**config.mk**
```make
export PLATFORM = sky130hd
export DESIGN_NAME = seq_unpacker
export DESIGN_NICKNAME = d
export VERILOG_FILES = /design/src/rtl/seq_unpacker.sv
export SDC_FILE = /design/constraint.sdc
export NUM_CORES = 1
export LEC_CHECK = 0
export CAP_MARGIN = 20
export CORE_MARGIN = 3
export CORE_UTILIZATION = 52
export DETAILED_ROUTE_END_ITERATION = 8
export PLACE_DENSITY = 0.77
export SYNTH_ARGS = -nofsm -noshare
export SYNTH_HDL_FRONTEND = slang
export SYNTH_SLANG_ARGS = --single-unit
```
**constraint.sdc**
```tcl
create_clock -name CLK -period 2.7 [get_ports CLK]
set_clock_uncertainty 0.1 [all_clocks]
set_input_delay 0.675 -clock CLK [delete_from_list [all_inputs] [get_ports CLK]]
set_output_delay 0.675 -clock CLK [all_outputs]
set_load 0.05 [all_outputs]
```
**src/rtl/seq_unpacker.sv**
```systemverilog
// -----------------------------------------------------------------------------
// seq_unpacker
//
// Receive-side unpacker for 8-bit packed words laid out as
//   [7:6] sign extension of bit 5, [5:4] AND field, [3:0] sequence field.
// Well-formed words are split into their fields and buffered in a small
// circular FIFO. Malformed words, whose top two bits do not replicate bit 5,
// are consumed and dropped. Each drop raises a one-cycle error pulse and bumps
// a saturating counter.
//
// Ports
//   CLK        clock, all state updates on the rising edge
//   RST_n      asynchronous active-low reset
//   in_word    packed input word
//   in_valid   in_word is valid this cycle
//   in_ready   block can accept a word (FIFO not full, not in reset)
//   and_field  AND field of the FIFO head, 0 when out_valid is low
//   seq_field  sequence field of the FIFO head, 0 when out_valid is low
//   out_valid  FIFO head is valid
//   out_ready  downstream consumes the head this cycle
//   err_pulse  one-cycle pulse per dropped malformed word
//   err_cnt    saturating count of dropped malformed words
// -----------------------------------------------------------------------------
module seq_unpacker #(
   parameter int FIFO_DEPTH = 4,
   parameter int ERR_CNT_W  = 8
) (
   input  logic                 CLK,
   input  logic                 RST_n,
   input  logic [7:0]           in_word,
   input  logic                 in_valid,
   output logic                 in_ready,
   output logic [1:0]           and_field,
   output logic [3:0]           seq_field,
   output logic                 out_valid,
   input  logic                 out_ready,
   output logic                 err_pulse,
   output logic [ERR_CNT_W-1:0] err_cnt
);

   localparam int PTR_W = (FIFO_DEPTH > 1) ? $clog2(FIFO_DEPTH) : 1;
   localparam int OCC_W = PTR_W + 1;
   localparam logic [OCC_W-1:0] OCC_FULL = OCC_W'(FIFO_DEPTH);

   // Bits 7 and 6 must both replicate bit 5.
   function automatic logic is_well_formed(input logic [7:0] w);
      return (w[7] == w[5]) && (w[6] == w[5]);
   endfunction

   // Counter increment that sticks at all-ones instead of wrapping.
   function automatic logic [ERR_CNT_W-1:0] sat_inc(input logic [ERR_CNT_W-1:0] v);
      return (v == '1) ? v : v + ERR_CNT_W'(1);
   endfunction

   logic [5:0]           mem [FIFO_DEPTH];
   logic [PTR_W-1:0]     wr_ptr;
   logic [PTR_W-1:0]     rd_ptr;
   logic [OCC_W-1:0]     occ;
   logic                 full;
   logic                 empty;
   logic                 accept_p0;
   logic                 good_p0;
   logic                 push_p0;
   logic                 drop_p0;
   logic                 pop_p0;
   logic                 err_vld_p1;
   logic [ERR_CNT_W-1:0] err_cnt_p1;
   logic [5:0]           head;

   // ---- stage p0: handshake decode and word classification ----
   assign full      = (occ == OCC_FULL);
   assign empty     = (occ == '0);
   // Ready comes from registered occupancy only; held low while in reset so
   // nothing presented during the reset cycle is taken.
   assign in_ready  = RST_n & ~full;
   assign accept_p0 = in_valid & in_ready;
   assign good_p0   = is_well_formed(in_word);
   assign push_p0   = accept_p0 & good_p0;
   assign drop_p0   = accept_p0 & ~good_p0;
   assign pop_p0    = ~empty & out_ready;

   // ---- stage p1: FIFO state and error tracking ----
   always_ff @(posedge CLK or negedge RST_n) begin
      if (!RST_n) begin
         wr_ptr     <= '0;
         rd_ptr     <= '0;
         occ        <= '0;
         err_vld_p1 <= 1'b0;
         err_cnt_p1 <= '0;
      end else begin
         // Pointers are exactly log2(depth) bits, so they wrap on their own.
         if (push_p0) wr_ptr <= wr_ptr + PTR_W'(1);
         if (pop_p0)  rd_ptr <= rd_ptr + PTR_W'(1);
         case ({push_p0, pop_p0})
            2'b10:   occ <= occ + OCC_W'(1);
            2'b01:   occ <= occ - OCC_W'(1);
            default: occ <= occ;
         endcase
         err_vld_p1 <= drop_p0;
         if (drop_p0) err_cnt_p1 <= sat_inc(err_cnt_p1);
      end
   end

   // Storage is data only; stale entries are never visible because the
   // output fields are qualified by occupancy.
   always_ff @(posedge CLK) begin
      if (push_p0) mem[wr_ptr] <= in_word[5:0];
   end

   // ---- output decode from registered state ----
   assign head      = mem[rd_ptr];
   assign out_valid = ~empty;
   assign and_field = out_valid ? head[5:4] : 2'b00;
   assign seq_field = out_valid ? head[3:0] : 4'h0;
   assign err_pulse = err_vld_p1;
   assign err_cnt   = err_cnt_p1;

endmodule

```
==> summary.md, run 1 <==
| Metric | Value |
|---|---|
| Final hold slack | 0.420 ns |
| Crit path max-delay family | flip-flops |
| Hold Buf Count CTS | 0 |
| Worst IR Drop VDD | roughly 0.44 mV |
| Setup crit end kind | output port |
| Cell area after synthesis | approximately 0.0018 mm^2 |
| Final-report setup violation count | 0 |
| Commonest non-fill, non-tap cell in the layout | edfxtp_1 |
| CTS tree | built |
| Min Tclk post-route | ~2.5 ns |
| Final Max Tran Viols | 0 |
| Placer Congestion | 0.814 |
| Final wirelength | 3050 um |
| Core region area | 0.00313 mm^2 |
| First-pass GRT wire length | 4990 um |
| IO Count | 29 |
| Leading cell types in the layout, fill and taps excluded | edfxtp_1, clkdlybuf4s50_1, dfrtp_1, and2_1, buf_4 |
| Row count | 20 |
| Hold Fails Final Rpt | 0 |
| Root Buffer | clkbuf_4 |
| Mapped Nets | 138 |
| Final antenna-violating net count | 0 |
| CTS Sinks | 40 |
| Worst-path cell chain | mux4_2 -> and2_1 -> buf_4 |
| DR vias/cell | 5.13 |
| GRT overflow | 0 |
| Library cells used by synthesis | 25 |
| 1st-pass router iterations | 4 |
| Worst path required time | ~1.9 ns |
| Finished Layout Cells | 200 |
| Clk_lat worst skew | 0.33 ns |
| Crit path largest cell delay | 0.54 ns |
| RSZ-0062 raised after global routing | false |
| Final TNS setup | 0 ns |
| Slew Limit Headroom | 0.656 |
| P&R area growth vs syn | 22.4% |
| Hold Path Class | reg2reg |
| Placed cells | 192 |
| Worst-path clk slew | 0.11 ns |
| Syn avg cell area | 14.8 um^2 |
| Fmax | between 300 and 400 MHz |
| Sequential-to-total area share from yosys stat | 0.639 |
| Worst path slowest cell | dfrtp_2 |
| Initial antenna violation count | 0 |
| Max Cap Viol | 0 |
| Area occupied by multi-input gates | 584 um^2 |
| Die H | 64.1 um |
| Buffer and inverter count on the worst path | 1 |
| Vias in the first global route | 1010 |
| Initial Util | 0.561 |
| Net count reported at finish | around 170 |
| CP max FO | 8 |
| DRC Markers | 0 |
| FF+latch count, synth | 40 |
| Slew @ Worst Pin | between 0.5 and 0.6 ns |
| Diodes inserted | 0 |
| Width of the die | about 64 um |
| PwrDens | 1040 mW/mm^2 |
| Fill cells | 224 |
| CTS Buf Count | 5 |
| WP data arrival | about 1.8 ns |
| Reg area | 0.00112 mm^2 |
| I/O Buffers | 28 |
| Startpoint Class | flop |
| Die area | 0.00411 mm^2 |
| Post-Syn Instances | 119 |
| H-tree level count | 2 |
| Share of cells above drive strength 1 | 0.186 |
| CP Class | reg2out |
| Clock Path Buffers | 2 |
| Placement Cell Area | between 0.002 and 0.0025 mm^2 |
| Routed vias | 1025 |
| Design area | 0.00215 mm^2 |
| Outcome | completed |
| Lkg Pwr | 0.000848 uW |
| Tcrit/Tclk final | 0.936 |
| Iter 0 DRT Violations | 38 |
| Total track usage | 0.163 |
| WL/cell | 15.2 um |
| # Post-CTS Setup Buffers | 0 |
| PostCTS Resize Cnt | 1 |
| Synthesis warning total | 0 |
| HPWL after DPL | 2240 um |
| Largest net degree at the start of global routing | 17 |
-- layout make-up --
type	instances	area share
multi-input cells	68	0.272
well taps	44	0.0256
inverters	8	0.0140
flip-flops and latches	40	0.522
repair buffers	32	0.141
clock inverters	2	0.00582
clock buffers	6	0.0192
-- registers in the layout, indices dropped and copies added, names as in the netlist --
| name | count |
|---|---|
| err_cnt | 8 |
| err_pulse | 1 |
| mem | 24 |
| occ | 3 |
| rd_ptr | 2 |
| wr_ptr | 2 |
-- logic make-up after synthesis --
family	count (synthesis)	share of synthesized area
AOI/OAI and AO/OA	7	0.0257
xor gates and xnor gates	11	0.0549
adders and majority gates	7	0.0542
buffers and inverters	11	0.0285
DFF	40	0.639
muxes	8	0.0891
and+or+nand+nor	35	0.109
-- layer usage --
metal / track usage / share of wire / vias up / wire length, um
li1: - / - / 495 / -
met1: 0.219 / 0.46 / 502 / 1410
met2: 0.255 / 0.48 / 23 / 1460
met3: 0.0369 / 0.041 / 5 / 126
met4: 0.0712 / 0.015 / 0 / 46
met5: 0 / 0 / - / 0
-- Yosys cell counts --
master    instances  share of area
nor4_4            1          0.012
buf_2             1         0.0028
clkbuf_1          1         0.0021
ha_1              6          0.043
edfxtp_1         24           0.41
a31oi_1           1         0.0036
xor2_1            6          0.030
dfrtp_1          16           0.23
fa_1              1          0.011
nor3_1            2         0.0057
nand2_1           5          0.011
mux2i_1           1         0.0057
o21ai_0           1         0.0028
nand3_1           6          0.017
o311ai_1          1         0.0050
a21oi_1           3         0.0086
xnor2_1           5          0.025
inv_1             8          0.017
mux2_2            1         0.0064
buf_6             1         0.0064
o31a_2            1         0.0057
nor2_1            8          0.017
and2_1           11          0.039
or3_1             2         0.0071
mux4_2            6          0.077
-- worst register-to-register path, cell delays in order (launching register included) --
cell	delay, ns
dfrtp_1	0.44
o311ai_1	0.49
a21oi_1	0.13
inv_1	0.09
ha_1	0.16
inv_1	0.05
fa_1	0.38
xor2_1	0.15
nor2_1	0.11
xnor2_1	0.13
-- stage by stage --
step	utilization	worst slack, ns	power, uW
detailed placement	0.669	-0.105	1970
global route	0.687	0.0777	2360
floorplan	-	0.238	1650
finish	0.687	0.173	2230
CTS	0.687	0.132	2260
global placement	0.669	0.0254	1930
-- path summary, 6_finish.rpt --
check,start,to,slack [ns],cells past startpoint
worst max-delay path,rd_ptr[0]$_DFFE_PN0P_,seq_field[0],0.17,3
worst min-delay path,err_cnt[5]$_DFFE_PN0P_,err_cnt[5]$_DFFE_PN0P_,0.42,1
worst max register to register,occ[0]$_DFFE_PN0P_,occ[2]$_DFFE_PN0P_,0.39,9
worst min register to register,err_cnt[5]$_DFFE_PN0P_,err_cnt[5]$_DFFE_PN0P_,0.42,1
max in group asynchronous,RST_n,rd_ptr[0]$_DFFE_PN0P_,1.68,2
min in group asynchronous,RST_n,occ[0]$_DFFE_PN0P_,0.61,2
-- power breakdown --
group,switching [uW],internal [uW],total (uW)
sequential,142,757,898
clock,186,101,287
combinational,636,413,1050
total,964,1270,2230
No activity file was read; power rests on OpenSTA's default activity.
==> inputs of run 2 (changes only) <==
- CORE_UTILIZATION: 52 -> 47
- CTS_BUF_LIST: not set -> sky130_fd_sc_hd__clkbuf_16
- PLACE_DENSITY: 0.77 -> 0.74
- SLEW_MARGIN: not set -> 20
- clock period: 2.7 -> 2.2 ns (I/O delays scaled with it)
==> run 2 against run 1 <==
  * The run now ends with negative setup slack left
  * Clock-buffer cell count fell by 1
  * Worst setup slack worse by 0.25 ns
  * Worst hold slack got worse by 0.11 ns
  * Sequential cell count stayed put
  * Via count up 5.2%
  * Global-route usage increased by 0.85 points
  * Utilization increased by 1.2 points
  * Critical endpoint is now and_field[1]
  * Largest power group unchanged
==> summary.md, run 2 (synthesized netlist as in run 1, its figures left out) <==
| Metric | Value |
|---|---|
| Outcome | finished with violations (was completed) |
| Failing checks | negative setup slack |
| Fill cells | 248 (was 224) |
| Hold Path Class | in2async (was reg2reg) |
| Min Tclk post-route | 2.28 ns |
| Area occupied by multi-input gates | 668 um^2 (was 584 um^2) |
| Final antenna-violating net count | 0 (unchanged) |
| P&R area growth vs syn | 38.1% (was 22.4%) |
| CTS tree | built (unchanged) |
| R2R Path End | occ[2]$_DFFE_PN0P_ (unchanged) |
| Fmax | 439 MHz |
| Slew Limit Headroom | 0.663 (was 0.656) |
| Final Max Tran Viols | 0 (unchanged) |
| RSZ-0062 raised after global routing | true (was false) |
| Commonest non-fill, non-tap cell in the layout | edfxtp_1 (unchanged) |
| Pre-CTS setup slack | -0.428 ns (was -0.105 ns) |
| CP Class | reg2out (unchanged) |
| Leading cell types in the layout, fill and taps excluded | edfxtp_1, buf_4, dfrtp_1, clkdlybuf4s50_1 (was edfxtp_1, clkdlybuf4s50_1, dfrtp_1, and2_1, buf_4) |
| H-tree level count | 2 (unchanged) |
| Initial antenna violation count | 0 (unchanged) |
| Largest register by flop count | mem (unchanged) |
| Clock Path Buffers | 2 (unchanged) |
| Placer Congestion | 0.776 (was 0.814) |
| I/O Buffers | 28 (unchanged) |
| 1st-pass router iterations | 4 (unchanged) |
| CP max FO | 7 (was 8) |
| Setup crit end kind | output port (unchanged) |
| Worst Setup Slack, final | -0.0770 ns (was 0.173 ns) |
| Final-report setup violation count | 6 (was 0) |
| Vias in the first global route | 1136 (was 1010) |
| Die area | 0.00450 mm^2 (was 0.00411 mm^2) |
| Hold Fails Final Rpt | 0 (unchanged) |
| Reg area | 0.00112 mm^2 (unchanged) |
| Slew @ Worst Pin | 0.504 ns (was 0.514 ns) |
| Placed cells | 202 (was 192) |
| Tcrit/Tclk final | 1.03 |
| Startpoint Class | flop (unchanged) |
| Lkg Pwr | 0.000995 uW (was 0.000848 uW) |
| Finished Layout Cells | 212 (was 200) |
| First-pass GRT wire length | 5440 um (was 4990 um) |
| GRT overflow | 0 (unchanged) |
| Net count reported at finish | 184 (was 174) |
| Largest net degree at the start of global routing | 18 (was 17) |
| Worst-path clk slew | 0.05 ns (was 0.11 ns) |
| CTS Sinks | 40 (unchanged) |
| Core region area | 0.00347 mm^2 (was 0.00313 mm^2) |
| Max Cap Viol | 0 (unchanged) |
| Iter 0 DRT Violations | 29 (was 38) |
| DRC Markers | 0 (unchanged) |
| Worst reg2reg path depth | 9 (unchanged) |
| IO Count | 29 (unchanged) |
| WL/cell | 15.5 um (was 15.2 um) |
| Width of the die | 67.1 um (was 64.1 um) |
| Routed vias | 1078 (was 1025) |
| Largest register FFs | 24 (unchanged) |
| Clk_lat worst skew | 0.27 ns (was 0.33 ns) |
| Row count | 21 (was 20) |
| Root Buffer | clkbuf_16 (was clkbuf_4) |
| PwrDens | 1350 mW/mm^2 (was 1040 mW/mm^2) |
| Initial Util | 0.506 (was 0.561) |
| Diodes inserted | 0 (unchanged) |
| Flop2flop setup slack | 0.09 ns (was 0.39 ns) |
| Die H | 67.1 um (was 64.1 um) |
| FF-to-FF Start | occ[0]$_DFFE_PN0P_ (unchanged) |
| Worst IR Drop VDD | 0.740 mV (was 0.443 mV) |
| Total track usage | 0.172 (was 0.163) |
| Final wirelength | 3300 um (was 3050 um) |
| DR vias/cell | 5.08 (was 5.13) |
| HPWL after DPL | 2250 um (was 2240 um) |
| CTS Buf Count | 5 (unchanged) |
| Worst path required time | 1.55 ns (was 1.92 ns) |
| Share of cells above drive strength 1 | 0.355 (was 0.186) |
| WP data arrival | 1.63 ns (was 1.75 ns) |
run 2: cell types whose count changed in the layout (fill, tap and decap cells not counted), moves of 4 or more:
cell,delta
buf_4,+7
and2_1,-7
and2_4,+7
clkbuf_4,-5
clkdlybuf4s50_1,-10
buf_6,+7
clkbuf_16,+5
dlygate4sd2_1,+4
run 2: area by class of cell:
cell class,instances,area share
inverter,8,0.0124
sequential,40,0.463
tap,46,0.0237
clock inverter,3,0.00465
timing repair buffer,42,0.169
clock buffer,5,0.0516
multi-input combinational,68,0.276
run 2: critical path, cell delays in order (launching register included):
cell and delay [ns]:
dfrtp_2 0.50, mux4_2 0.54, and2_4 0.17, buf_6 0.14
run 2: what timing repair did:
item / CTS / global route
gates resized for setup: 26 / 3
hold buffers: 0 / 0
gates cloned: 0 / 0
setup endpoints to repair: 10 / 7
pin swaps: 5 / 3
buffers inserted: 2 / 0
run 2: power by group:
part,internal (uW),switching (uW)
sequential,932,170
combinational,670,854
clock,407,246
total,2010,1270
run 2: worst max path at each step:
stage | start | to
final | rd_ptr[0]$_DFFE_PN0P_ | and_field[1]
after global routing | rd_ptr[0]$_DFFE_PN0P_ | seq_field[0]
after CTS | rd_ptr[0]$_DFFE_PN0P_ | and_field[1]
after detailed placement | in_word[7] | occ[2]$_DFFE_PN0P_
after global placement | in_word[7] | occ[2]$_DFFE_PN0P_
after floorplan | in_word[7] | occ[2]$_DFFE_PN0P_
run 2: stage by stage:
stage                     total power (uW)  TNS (ns)  cell area (um^2)  hold slack (ns)  utilization
after CTS                             3270    -0.569              2400            0.329        0.693
after floorplan                       2030         0              1770            0.154            -
after detailed placement              2440     -7.15              2180            0.392        0.629
final                                 3280    -0.418              2420            0.315        0.699
after global placement                2410     -6.37              2180            0.384        0.629
after global routing                  3470    -0.752              2420            0.327        0.699
run 2: routing by layer:
metal  share of wire  wire [um]  global-route usage  up-vias
met1            0.41       1360               0.195      537
met2            0.53       1760               0.299       24
li1                -          -                   -      511
met3           0.040        131              0.0472        6
met5               0          0                   0        -
met4           0.013         42              0.0759        0
